<file path="src/rtl/motor_pkg.sv">
// Shared types and constants for the wheel PWM slew limiter.
// clamp_pwm saturates a signed command to +/-lim using one extra bit of headroom.
package motor_pkg;

  localparam int PWM_W           = 8;
  localparam int PWM_MAX_DEF     = 100;
  localparam int STEP_CYCLES_DEF = 120000;

  typedef logic signed [PWM_W-1:0] pwm_t;
  typedef logic signed [PWM_W:0]   pwm_ext_t;

  function automatic pwm_t clamp_pwm(input pwm_t v, input pwm_ext_t lim);
    pwm_ext_t v_ext;
    pwm_ext_t neg_lim;
    v_ext   = {v[PWM_W-1], v};
    neg_lim = -lim;
    if (v_ext > lim)
      return lim[PWM_W-1:0];
    else if (v_ext < neg_lim)
      return neg_lim[PWM_W-1:0];
    else
      return v;
  endfunction

endpackage

</file>
<file path="src/rtl/pwm_ramp_chan.sv">
// One ramped PWM channel: clamps the target and steps the registered output by +/-1 per tick.
// changed flags that the value loaded on the coming edge differs from the current one.
module pwm_ramp_chan
  import motor_pkg::*;
#(
  parameter int PWM_MAX = PWM_MAX_DEF
) (
  input  logic clk,
  input  logic rst_n,
  input  logic tick,
  input  logic estop,
  input  pwm_t tgt,
  output pwm_t pwm,
  output logic changed
);

  localparam pwm_ext_t LIM = pwm_ext_t'(PWM_MAX);

  pwm_t     tgt_c;
  pwm_t     pwm_nxt;
  pwm_ext_t cur_ext;
  pwm_ext_t tgt_ext;
  pwm_ext_t nxt_ext;

  // The output is always within +/-LIM and the target is clamped, so +/-1 cannot wrap.
  always_comb begin
    tgt_c   = clamp_pwm(tgt, LIM);
    cur_ext = {pwm[PWM_W-1], pwm};
    tgt_ext = {tgt_c[PWM_W-1], tgt_c};
    nxt_ext = cur_ext;
    if (estop) begin
      nxt_ext = '0;
    end else if (tick) begin
      if (cur_ext < tgt_ext)
        nxt_ext = cur_ext + pwm_ext_t'(1);
      else if (cur_ext > tgt_ext)
        nxt_ext = cur_ext - pwm_ext_t'(1);
    end
    pwm_nxt = nxt_ext[PWM_W-1:0];
    changed = (pwm_nxt != pwm);
  end

  always_ff @(posedge clk or negedge rst_n) begin
    if (!rst_n)
      pwm <= '0;
    else
      pwm <= pwm_nxt;
  end

endmodule

</file>
<file path="src/rtl/motor_pwm_ramp.sv">
// Slew-rate limiter for the left/right wheel PWM commands feeding the SPI controller.
// Owns the shared ramp tick counter, the update strobe and the at-target compare.
module motor_pwm_ramp
  import motor_pkg::*;
#(
  parameter int STEP_CYCLES = STEP_CYCLES_DEF,
  parameter int PWM_MAX     = PWM_MAX_DEF
) (
  input  logic clk,
  input  logic rst_n,
  input  pwm_t tgt_left_i,
  input  pwm_t tgt_rght_i,
  input  logic estop_i,
  output pwm_t pwm_left_o,
  output pwm_t pwm_rght_o,
  output logic upd_o,
  output logic at_tgt_o
);

  localparam int                CNT_W    = (STEP_CYCLES > 1) ? $clog2(STEP_CYCLES) : 1;
  localparam logic [CNT_W-1:0]  CNT_LAST = CNT_W'(STEP_CYCLES - 1);
  localparam pwm_ext_t          LIM      = pwm_ext_t'(PWM_MAX);

  logic [CNT_W-1:0] cnt;
  logic             tick;
  logic             chg_left;
  logic             chg_rght;

  assign tick = (cnt == CNT_LAST);

  // Estop parks the counter at 0 so the first step after release is a full period away.
  always_ff @(posedge clk or negedge rst_n) begin
    if (!rst_n)
      cnt <= '0;
    else if (estop_i || tick)
      cnt <= '0;
    else
      cnt <= cnt + CNT_W'(1);
  end

  pwm_ramp_chan #(.PWM_MAX(PWM_MAX)) u_chan_left (
    .clk     (clk),
    .rst_n   (rst_n),
    .tick    (tick),
    .estop   (estop_i),
    .tgt     (tgt_left_i),
    .pwm     (pwm_left_o),
    .changed (chg_left)
  );

  pwm_ramp_chan #(.PWM_MAX(PWM_MAX)) u_chan_rght (
    .clk     (clk),
    .rst_n   (rst_n),
    .tick    (tick),
    .estop   (estop_i),
    .tgt     (tgt_rght_i),
    .pwm     (pwm_rght_o),
    .changed (chg_rght)
  );

  always_ff @(posedge clk or negedge rst_n) begin
    if (!rst_n)
      upd_o <= 1'b0;
    else
      upd_o <= chg_left | chg_rght;
  end

  assign at_tgt_o = (pwm_left_o == clamp_pwm(tgt_left_i, LIM)) &&
                    (pwm_rght_o == clamp_pwm(tgt_rght_i, LIM));

endmodule

</file>
<file path="config.mk">
export PLATFORM = sky130hd
export DESIGN_NAME = motor_pwm_ramp
export DESIGN_NICKNAME = d
export VERILOG_FILES = /design/src/rtl/motor_pkg.sv /design/src/rtl/pwm_ramp_chan.sv /design/src/rtl/motor_pwm_ramp.sv
export SDC_FILE = /design/constraint.sdc
export NUM_CORES = 1
export LEC_CHECK = 0
export ABC_CLOCK_PERIOD_IN_PS = 3500
export CORE_UTILIZATION = 30
export CTS_CLUSTER_SIZE = 14
export DETAILED_ROUTE_END_ITERATION = 12
export GPL_TIMING_DRIVEN = 0
export HOLD_SLACK_MARGIN = 0.15
export PLACE_DENSITY = 0.51
export REMOVE_ABC_BUFFERS = 1
export SLEW_MARGIN = 20
export SYNTH_ARGS = -nofsm -noshare
export SYNTH_HDL_FRONTEND = slang
export SYNTH_SLANG_ARGS = --single-unit
</file>
<file path="constraint.sdc">
create_clock -name clk -period 3.5 [get_ports clk]
set_clock_uncertainty 0.15 [all_clocks]
set_input_delay 0.7 -clock clk [delete_from_list [all_inputs] [get_ports clk]]
set_output_delay 0.7 -clock clk [all_outputs]
set_load 0.05 [all_outputs]
</file>
==> results.json, run 1 <==
{
  "cts_hold_buf": 0,
  "worstMarginPinSlew_ns": 1.06,
  "cp-start-kind": "input port",
  "pin_count": 37,
  "die_w_um": 96.7,
  "async_flop_share_pct": 100,
  "netlist_instances": 312,
  "netlist_area_mm2": 0.00269,
  "first_global_vias": 2463,
  "clk_path_buf_depth": 2,
  "drt_pass1_iterations": 4,
  "slowest_delay_ns": 0.30,
  "slew_headroom_pct": 29.2,
  "cts_tree": "yes",
  "drtIter0Drc": 109,
  "yosys_warnings": 0,
  "grt_max_degree": 29,
  "nets": 415,
  "final-setup-viol-count": 0,
  "dp_hpwl_um": 4650,
  "cts_max_level": 2,
  "criticalPathCategory": "input port to output pin",
  "synth-edff-count": 0,
  "status": "finished, final reports clean",
  "synth_top_area_share_pct": 31.6,
  "dieHeight_um": 96.7,
  "p_leak_nw": 1.58,
  "cts-root-buf": "clkbuf_8",
  "netlist_top_cells_area": "dfrtp_1, ha_1, a21oi_1",
  "cpMaxStageDelayCell": "ha_1",
  "crit_top_cell": "buf_4",
  "gp_congestion": 0.812,
  "end_kind": "output pin",
  "slew_viol_final": 0,
  "synthMuxAreaShare_pct": 3.44,
  "wl_per_cell_um": 14.7,
  "synth-seq-cells": 34,
  "drt-met1-wl_um": 3500,
  "synth_largest_area_cell": "dfrtp_1",
  "hp-class": "input port to asynchronous set/reset pin",
  "grt_pass1_wl_um": 11700,
  "crit_chain": "dlygate4sd2_1 -> o21ai_2 -> a211oi_2 -> buf_4 -> buf_4 -> o21bai_1 -> ha_1 -> nand4_1 -> or2_4 -> nor2_4 -> buf_8",
  "power_mw": 0.991,
  "synth_xor_area_share_pct": 4.88,
  "synth_ff_type": "dfrtp_1",
  "synth_top_family_by_area": "simple AND/OR/NAND/NOR gates",
  "io_buffers": 36,
  "antenna_found_initial": 0,
  "area.growth.synth_to_final_pct": 39.2,
  "initial_core_util_pct": 30.9,
  "wl_met3_um": 148,
  "core_area_mm2": 0.00872,
  "cap_violations": 0,
  "r2r_start": "u_chan_rght.pwm[5]",
  "routed.top_layer": "met4",
  "synth_area_per_cell_um2": 8.63,
  "layout_common_cells": "dfrtp_1, nor2_1, buf_4",
  "synth_cell_types": 52,
  "cts.reportedPaths.clkPinSlew_ns": 0.08,
  "synthSimpleGateAreaFrac_pct": 26.2,
  "synth-compound-area-share_pct": 18.8,
  "max_freq_mhz": 288,
  "dieArea_mm2": 0.00935,
  "cp.required_ns": 2.65,
  "final_util_pct": 43.0,
  "crit_arrival_ns": 2.63,
  "track_usage_pct": 15.0,
  "nFillCells": 866,
  "period_share_pct": 99.3,
  "rsz0062_at_grt": "true",
  "peakVddDrop_mv": 0.174,
  "final_common_cell": "dfrtp_1",
  "ant_nets": 0,
  "hold_viol_final": 0,
  "period_minus_slack_ns": 3.48,
  "drive_above_1_share_pct": 27.1,
  "drc": 0,
  "crit_start": "tgt_rght_i[0]",
  "clock_sinks": 34,
  "via_count": 2534,
  "crit_fanout": 6,
  "rows": 34,
  "routed_via_density": 5.27,
  "cts_buffers": 5,
  "diodes": 0,
  "wirelength_um": 7050,
  "synthAdderAreaFrac_pct": 10.7,
  "grt_overflow": 0,
  "ys_seq_area_share_pct": 31.6,
  "clkLatencyLatePin_ns": 0.28,
  "p_per_area_mw_per_mm2": 264,
  "wl_met2_um": 3330
}
[stage by stage]
step,TNS [ns],setup slack [ns],hold WS [ns],cell area (µm²),std cells
6_report,0,0.0238,0.191,3750,481
5_1_grt,-0.322,-0.0887,0.201,3750,481
4_1_cts,-0.0291,-0.0291,0.202,3550,477
3_5_place_dp,-18.12,-1.39,0.353,3140,446
3_3_place_gp,-17.51,-1.34,0.352,3120,445
2_1_floorplan,-3.17,-0.381,0.254,2620,301
[metal layers]
layer | global-route usage [%] | vias up
li1 | - | 1271
met1 | 20.3 | 1228
met2 | 25.2 | 26
met3 | 2.46 | 9
met4 | 3.21 | 0
met5 | 0 | -
[logic make-up (layout without fill, tap and decap cells)]
group,count (synthesis),count (layout)
simple gates,130,130
compound gates,77,78
flops,34,34
buf+inv,24,84
fa+ha+maj,23,23
xor+xnor,15,15
mux,9,9
[worst max-delay path: cells and delay by family]
family / cells / cell delay (ns)
AO/OA/AOI/OAI: 3 / 0.37
adder cells (fa/ha/maj): 1 / 0.30
buffers and inverters: 4 / 0.69
AND/OR/NAND/NOR: 3 / 0.56
[final cells by class]
class | count | area [µm²] | area share, %
multi-input combinational | 255 | 2010 | 53.6
sequential | 34 | 851 | 22.7
timing repair buffer | 64 | 586 | 15.6
tap | 108 | 135 | 3.61
clock buffer | 6 | 82.6 | 2.20
inverter | 13 | 53.8 | 1.44
clock inverter | 1 | 30.0 | 0.801
[worst paths after layout]
| check | end | cells after the start | slack, ns |
|---|---|---|---|
| setup reg to reg | u_chan_rght.pwm[3] | 9 | 0.77 |
| hold reg to reg | cnt[0] | 1 | 0.36 |
| hold / removal | u_chan_rght.pwm[4] | 1 | 0.19 |
| max in group asynchronous | u_chan_left.pwm[0] | 2 | 2.57 |
| setup / recovery | at_tgt_o | 11 | 0.02 |
| min in group clk | cnt[0] | 1 | 0.36 |
[Yosys cell counts (2+ instances only)]
cell and instances:
a21o_1 2, xnor2_1 6, xor2_1 9, buf_6 3, mux2i_1 7, ha_1 23, clkbuf_1 5, buf_2 2
inv_1 13, o211ai_1 2, and2_1 4, or4_1 2, mux2_2 2, and3_1 11, nand2b_1 2, a311o_1 2
nor4_1 3, a211oi_1 3, dfrtp_1 34, a2bb2oi_1 2, o21bai_1 5, nor3b_1 3, o21ai_0 22, nand3_1 8
nor2_1 30, nand4b_1 2, nor2b_1 4, nor4b_1 3, nor3_1 11, o21a_1 2, or2_2 4, nand2_1 15
or3_1 13, a21oi_1 26, nand4_1 10
[power breakdown]
group / switching [mW] / total [mW] / internal, mW
Combinational: 0.106 / 0.211 / 0.106
Sequential: 0.00336 / 0.399 / 0.396
Clock: 0.152 / 0.380 / 0.228
Total: 0.261 / 0.991 / 0.730
[timing repair]
action,CTS,global route
setup buffers,23,4
endpoints found under the setup margin,18,10
gates resized for setup,91,38
cloned,1,0
pin swaps,34,33
[flip-flops by register name, summed over array words and instances (netlist names)]
signal           flops
cnt                 17
u_chan_left.pwm      8
u_chan_rght.pwm      8
upd_o                1
Note: power is estimated with default switching activity, not from simulation.
==> run 2, diff against run 1 <==
--- a/config.mk
+++ b/config.mk
@@ -13,7 +13,7 @@
 export HOLD_SLACK_MARGIN = 0.15
 export PLACE_DENSITY = 0.51
 export REMOVE_ABC_BUFFERS = 1
-export SLEW_MARGIN = 20
+export SLEW_MARGIN = 10
 export SYNTH_ARGS = -nofsm -noshare
 export SYNTH_HDL_FRONTEND = slang
 export SYNTH_SLANG_ARGS = --single-unit
==> results.json, run 2 (synthesized netlist as in run 1, its figures left out) <==
{
  "power_mw": 1.06,
  "cp-start-kind": "input port",
  "largestRegisters": "cnt (17), u_chan_left.pwm (8), u_chan_rght.pwm (8)",
  "first_global_vias": 2351,
  "routed_via_density": 5.25,
  "nets": 413,
  "rsz0062_at_grt": "true",
  "power_frac_comb_pct": 19.8,
  "ant_nets": 0,
  "criticalPathCategory": "input port to register",
  "design_area_mm2": 0.00373,
  "p_leak_nw": 1.57,
  "clkLatencyLatePin_ns": 0.30,
  "slew_headroom_pct": 34.6,
  "cts-root-buf": "clkbuf_8",
  "grt_pass1_wl_um": 11700,
  "io_buffers": 36,
  "worst-path-buf-inv": 3,
  "cts_max_level": 2,
  "crit_arrival_ns": 3.61,
  "area.growth.synth_to_final_pct": 38.6,
  "cts_tree": "yes",
  "largest-register": "cnt",
  "clk_path_buf_depth": 2,
  "peakVddDrop_mv": 0.191,
  "diodes": 0,
  "crit_top_cell": "buf_4",
  "switchingPower_mw": 0.275,
  "max_freq_mhz": 281,
  "final_common_cell": "dfrtp_1",
  "clock_sinks": 34,
  "multi_input_area_mm2": 0.00198,
  "cts_hold_buf": 0,
  "seq_power_share_pct": 37.7,
  "track_usage_pct": 15.2,
  "antenna_found_initial": 0,
  "wl_per_cell_um": 14.9,
  "drc": 0,
  "crit_family": "simple AND/OR/NAND/NOR gates",
  "status": "finished, violations left",
  "final_util_pct": 42.8,
  "cp.required_ns": 3.55,
  "layout_common_cells": "dfrtp_1, nor2_1, buf_4",
  "drtIter0Drc": 121,
  "cap_violations": 0,
  "violations": "negative setup slack",
  "grt_overflow": 0,
  "via_count": 2521,
  "dp_hpwl_um": 4520,
  "regArea_um2": 851,
  "cts.reportedPaths.clkPinSlew_ns": 0.08,
  "drive_above_1_share_pct": 25.5,
  "slowest_delay_ns": 0.50,
  "largest_reg_flops": 17,
  "p_sw_share_pct": 26.0,
  "hold-worst-slack_ns": 0.332,
  "final-setup-viol-count": 4,
  "dieHeight_um": 96.7,
  "hold_viol_final": 0,
  "crit_fanout": 6,
  "pin_count": 37,
  "gp_congestion": 0.812,
  "drt_pass1_iterations": 4,
  "period_minus_slack_ns": 3.56,
  "placed_area_mm2": 0.00311,
  "core_area_mm2": 0.00872,
  "cts_buffers": 5,
  "wirelength_um": 7170,
  "die_w_um": 96.7,
  "end_kind": "register",
  "period_share_pct": 102,
  "cpMaxStageDelayCell": "or4_4",
  "p_per_area_mw_per_mm2": 284,
  "p_clk_share_pct": 42.5,
  "worst_slack_ns": -0.0626,
  "slew_viol_final": 0,
  "grt_max_degree": 35,
  "hp-class": "input port to asynchronous set/reset pin",
  "crit_chain": "buf_8 -> a311o_1 -> nand2_2 -> ha_4 -> buf_4 -> nor3_1 -> ha_1 -> nand4_1 -> buf_4 -> nor2_4 -> or4_4 -> nor3_4 -> a21oi_2 -> or3_1 -> a21oi_1",
  "dieArea_mm2": 0.00935,
  "rows": 34,
  "p_int_mw": 0.785,
  "nFillCells": 873,
  "worstMarginPinSlew_ns": 0.978,
  "initial_core_util_pct": 30.9
}
[run 2: cell types whose count changed in the layout (fill, tap and decap cells not counted), moves of 2 or more]
cell     before  now
buf_2         5    7
or3_4         2    0
a21oi_2       8    6
buf_4        25   21
a21oi_1      17   19
nor4b_2       2    0
nor2_2        3    0
nor2_4        2    4
or3_1        11   13
o21ai_0      18   20
[run 2: layout make-up]
type | instances | area share (%)
Clock buffer | 5 | 1.85
Tap cell | 108 | 3.62
Inverter | 13 | 1.44
Timing Repair Buffer | 63 | 15.2
Clock inverter | 3 | 1.85
Multi-Input combinational cell | 254 | 53.2
Sequential cell | 34 | 22.8
[run 2: routing by layer]
layer	part of all wire, %	track usage, %
met2	49	25.3
met5	0	0
met4	0.43	2.64
met3	3.9	3.25
met1	47	20.4
[run 2: path summary, 6_finish.rpt]
path	from	endpoint	slack, ns	depth (start not counted)
max reg2reg	u_chan_rght.pwm[5]	u_chan_rght.pwm[4]	0.67	9
max in group asynchronous	rst_n	u_chan_rght.pwm[4]	2.37	1
min in group clk	cnt[0]	cnt[0]	0.36	1
min	rst_n	cnt[13]	0.33	1
min reg2reg	cnt[0]	cnt[0]	0.36	1
max	tgt_rght_i[2]	u_chan_rght.pwm[6]	-0.06	15
[run 2: what timing repair did]
action,CTS,global route
resized for setup,98,26
buffers inserted,14,13
setup endpoints to repair,18,10
pin swaps,37,33
[run 2: per-stage QoR]
| stage | setup TNS (ns) | std cells | worst slack [ns] |
|---|---|---|---|
| after CTS | -0.0345 | 467 | -0.0345 |
| after global routing | -0.926 | 480 | -0.186 |
| after floorplan | -3.17 | 301 | -0.381 |
| after global placement | -17.51 | 445 | -1.34 |
| after detailed placement | -17.84 | 445 | -1.35 |
| final | -0.138 | 480 | -0.0626 |
[run 2: worst reg2reg max path, delay by kind of cell, from the launching register on]
family / cells / cell delay [ns]
adder cells (fa/ha/maj): 1 / 0.27
AO/OA/AOI/OAI: 4 / 0.80
AND/OR/NAND/NOR: 2 / 0.44
multiplexers: 1 / 0.35
flip-flops: 1 / 0.57
buffers and inverters: 1 / 0.16
[run 2: power groups by stage]
stage | sequential [mW] | combinational (mW) | clock [mW]
after floorplan | 0.408 | 0.0809 | 0
after global placement | 0.407 | 0.137 | 0
after detailed placement | 0.407 | 0.138 | 0
after CTS | 0.399 | 0.179 | 0.462
after global routing | 0.400 | 0.231 | 0.484
final | 0.399 | 0.210 | 0.451
